===== src/rtl/fixed_to_float.sv =====
// fixed_to_float: 32-bit two's-complement fixed-point to IEEE-754 single, one normalization bit per cycle
// Ports:
//   clk, rst          rising-edge clock, synchronous active-high reset
//   in_valid/in_ready operand handshake (in_ready high only while idle)
//   fixed             two's-complement operand
//   fixpointpos       number of fractional bits in fixed (0..31)
//   out_valid/out_ready result handshake
//   result            IEEE-754 single {sign, exp[30:23], mantissa[22:0]}
// Define FIX2FLT_ROUND_EN for round-to-nearest-even; otherwise the mantissa is truncated.
module fixed_to_float (
    input  logic        clk,
    input  logic        rst,
    input  logic        in_valid,
    output logic        in_ready,
    input  logic [31:0] fixed,
    input  logic [4:0]  fixpointpos,
    output logic        out_valid,
    input  logic        out_ready,
    output logic [31:0] result
);
    typedef enum logic [1:0] {IDLE, NORM, ROUND, DONE} state_t;
    state_t      state;
    logic        sign;
    logic [31:0] mag;
    logic [4:0]  fp;
    logic [5:0]  s;
    logic [7:0]  exp_c;
    logic [7:0]  exp_f;
    logic [23:0] man_r;
    assign in_ready = state == IDLE;
    // mag is normalized (bit 31 set) when this is consumed in ROUND
    always_comb begin
        exp_c = 8'd158 - {2'b0, s} - {3'b0, fp};
`ifdef FIX2FLT_ROUND_EN
        man_r = {1'b0, mag[30:8]} + {23'b0, mag[7] & ((|mag[6:0]) | mag[8])};
`else
        man_r = {1'b0, mag[30:8]};
`endif
        // a carry out of the mantissa leaves man_r[22:0] at zero and bumps the exponent
        exp_f = exp_c + {7'b0, man_r[23]};
    end
    always_ff @(posedge clk) begin
        if (rst) begin
            state     <= IDLE;
            sign      <= 1'b0;
            mag       <= 32'd0;
            fp        <= 5'd0;
            s         <= 6'd0;
            out_valid <= 1'b0;
            result    <= 32'd0;
        end else begin
            case (state)
                IDLE: if (in_valid) begin
                    sign  <= fixed[31];
                    mag   <= fixed[31] ? -fixed : fixed;
                    fp    <= fixpointpos;
                    s     <= 6'd0;
                    state <= NORM;
                end
                NORM: if (mag == 32'd0) begin
                    result    <= 32'd0;
                    out_valid <= 1'b1;
                    state     <= DONE;
                end else if (mag[31]) begin
                    state <= ROUND;
                end else begin
                    mag <= mag << 1;
                    s   <= s + 6'd1;
                end
                ROUND: begin
                    result    <= {sign, exp_f, man_r[22:0]};
                    out_valid <= 1'b1;
                    state     <= DONE;
                end
                DONE: if (out_ready) begin
                    out_valid <= 1'b0;
                    state     <= IDLE;
                end
                default: state <= IDLE;
            endcase
        end
    end
endmodule


===== config.mk =====
export PLATFORM = sky130hd
export DESIGN_NAME = fixed_to_float
export DESIGN_NICKNAME = d
export VERILOG_FILES = /design/src/rtl/fixed_to_float.sv
export SDC_FILE = /design/constraint.sdc
export NUM_CORES = 1
export LEC_CHECK = 0
export CORE_MARGIN = 5
export CORE_UTILIZATION = 35
export CTS_CLUSTER_DIAMETER = 120
export CTS_CLUSTER_SIZE = 12
export DETAILED_ROUTE_END_ITERATION = 16
export DONT_BUFFER_PORTS = 1
export HOLD_SLACK_MARGIN = 0.05
export SLEW_MARGIN = 40
export SYNTH_ARGS = -nofsm -noshare
export SYNTH_HDL_FRONTEND = slang
export SYNTH_SLANG_ARGS = --single-unit
export TNS_END_PERCENT = 10

===== constraint.sdc =====
create_clock -name clk -period 4.62 [get_ports clk]
set_input_delay 0.924 -clock clk [delete_from_list [all_inputs] [get_ports clk]]
set_output_delay 0.924 -clock clk [all_outputs]
set_load 0.01 [all_outputs]

==> results.json <==
{
  "status": "complete, no violations",
  "wl_um": 12100,
  "ys_seq_area_frac": 0.366,
  "globalRouteMet3Util": 0.0601,
  "synth_seq_cells": 79,
  "cpMostUsedCell": "buf_4",
  "cts_tree": "done",
  "slowest_delay_ns": 0.47,
  "grt_overflow": 0,
  "fin_crit_ns": 2.89,
  "root_buffer": "clkbuf_16",
  "finalHoldWorstSlack_ns": 0.455,
  "start_kind": "flip-flop",
  "drive_above_1_share": 0.0792,
  "worst_pin_slew_ns": 0.781,
  "area_growth_pct": 10.3,
  "hpwl_um": 8730,
  "clock-sinks": 79,
  "holdCritPathClass": "flip-flop to flip-flop",
  "p_leak_nw": 1.68,
  "rsz0062_at_grt": "false",
  "first_pass_iters": 5,
  "syn_nets": 579,
  "grt_pass1_wl_um": 19700,
  "clk_latency_ns": 0.34,
  "multi_input_area_um2": 2510,
  "synth_async_sr_flop_share": 0,
  "end_kind": "flip-flop",
  "synth_area_per_cell_um2": 8.29,
  "die_x_um": 121,
  "pre_cts_slack_ns": 1.46,
  "core_area_um2": 12100,
  "clockBufferDepth": 2,
  "fin_crit_sh": 0.625,
  "vias": 3783,
  "grt-busiest-layer": "met1",
  "drc": 0,
  "io_buffers": 0,
  "synth_area_um2": 4320,
  "avgViaCountPerCell": 5.62,
  "slew_headroom": 0.475,
  "drtAntennaViolNets": 0,
  "crit_type": "flip-flop to flip-flop",
  "path_cells": "inv_1 -> ha_1 -> buf_4 -> inv_2 -> nor3_1 -> buf_4 -> a21oi_2 -> buf_4 -> nor2_1 -> o211a_1",
  "seq_area_um2": 1580,
  "fp.dieArea_um2": 14700,
  "cts.clk_slew.worst_paths_ns": 0.06,
  "cts_buffers": 9,
  "grt_max_degree": 78,
  "dpl_cell_area_um2": 4420,
  "drt-initial-drc-count": 365,
  "crit_buf_inv": 5,
  "setup_violations": 0,
  "ctsHoldBuffers": 0,
  "totalNegativeSetupSlack_ns": 0,
  "nets": 558,
  "clock_skew_ns": 0.00854,
  "use_met2": 0.237,
  "hold_violations": 0,
  "crit_required_ns": 4.85,
  "htreeDepth": 3,
  "yosysMostFrequentCell": "dfxtp_1",
  "rrSetupSlack_ns": 1.73,
  "drv_cap": 0,
  "vdd_drop_max_mv": 0.288,
  "grt_pass1_vias": 3564,
  "cts_resized": 0,
  "arrival_ns": 3.12,
  "num_antenna_cells": 0,
  "yosysTopAreaCell": "dfxtp_1",
  "critPathSlowestCell": "a21oi_2",
  "die_h_um": 121,
  "synth.area.top_cells": "dfxtp_1 (37%), nor2_1 (6.5%), a22oi_1 (5.0%), xnor2_1 (4.7%), ha_1 (4.6%)",
  "yosys_warnings": 0,
  "synth_ff_type": "dfxtp_1",
  "max_freq_mhz": 346,
  "synth_top_area_share": 0.366,
  "boundaryPins": 75,
  "antenna_found_initial": 0,
  "met1_usage": 0.246,
  "finalWorstSetupSlack_ns": 1.73,
  "synth_cell_types": 60,
  "stdcell_area_um2": 4760,
  "ys_top_cells_by_count": "dfxtp_1 (79), nor2_1 (75), nand2_1 (33)",
  "routedWlPerCell_um": 17.9,
  "drv_slew": 0,
  "postCtsSetupBuffers": 0,
  "gp_congestion": 0.887,
  "crit_fanout": 29,
  "crit_family": "buffers and inverters",
  "initial_core_util": 0.358,
  "synth_edf_count": 0,
  "row_count": 40,
  "nFillCells": 1200,
  "power.density_nw_per_um2": 628,
  "syn_inst": 521,
  "track_usage": 0.171
}
[worst register-to-register path, delay by kind of cell (launching register included)]
family | cells | cell delay (ns)
simple gates | 2 | 0.22
flops | 1 | 0.39
compound gates | 2 | 0.67
buf+inv | 5 | 1.33
fa+ha+maj | 1 | 0.19
[state kept, by name, summed over array words and instances, names as in the netlist]
signal and flops:
s 6, mag 32, state 2, out_valid 1
result 32, sign 1, fp 5
[layout by cell type, fill, tap and decap left out, types with 4 or more instances in the layout]
master / instances
a22oi_1: 29
nor2_1: 74
xnor2_1: 23
mux2i_1: 7
a222oi_1: 4
o211ai_1: 10
a21o_1: 7
nand3_1: 12
or4_1: 6
buf_4: 5
a31oi_1: 4
o21ai_0: 15
xor2_1: 5
nor3_1: 19
nand2_1: 33
nor2b_1: 4
a311oi_1: 6
or3_1: 7
a221oi_1: 5
clkbuf_16: 9
inv_1: 21
nor4_1: 11
a211oi_1: 6
o31ai_1: 6
a21oi_1: 29
dfxtp_1: 79
ha_1: 16
[cells by family after synthesis]
kind of cell	synth area share
muxes	0.0188
xor gates and xnor gates	0.0568
buffers and inverters	0.0536
AOI/OAI and AO/OA	0.243
adders and majority gates	0.0510
DFF	0.366
and+or+nand+nor	0.211
[power breakdown]
group | switching, W | leakage, nW | total (W) | internal, W
sequential | 0.000215 | 0.646 | 0.00108 | 0.000862
clock | 0.000284 | 0.166 | 0.000811 | 0.000527
combinational | 0.000695 | 0.870 | 0.00110 | 0.000408
total | 0.00119 | 1.68 | 0.00299 | 0.00180
[layer usage]
layer  routed length (µm)  up-vias
met5                    0        -
met4                  162        0
met3                 1120       11
met2                 5110      128
met1                 5690     1766
li1                     -     1878
[worst paths after layout]
kind / start / endpoint / cells past startpoint
worst max-delay path: state[1] / out_valid / 10
worst min-delay path: fp[1] / fp[1] / 2
worst max register to register: state[1] / out_valid / 10
worst min register to register: fp[1] / fp[1] / 2
[stage by stage]
stage,total power [W],util,cells
final,0.00299,0.395,673
after floorplan,0.00189,-,521
after detailed placement,0.00218,0.367,657
after global placement,0.00215,0.366,657
after CTS,0.00300,0.395,673
after global routing,0.00320,0.395,673
[cell type report]
class | instances | area share
multi-input cells | 383 | 0.528
repair buffers | 5 | 0.00788
flip-flops and latches | 79 | 0.332
clock buffers | 10 | 0.0481
clock inverters | 6 | 0.0229
inverters | 22 | 0.0173
well taps | 168 | 0.0441
No activity file was read; power rests on OpenSTA's default activity.
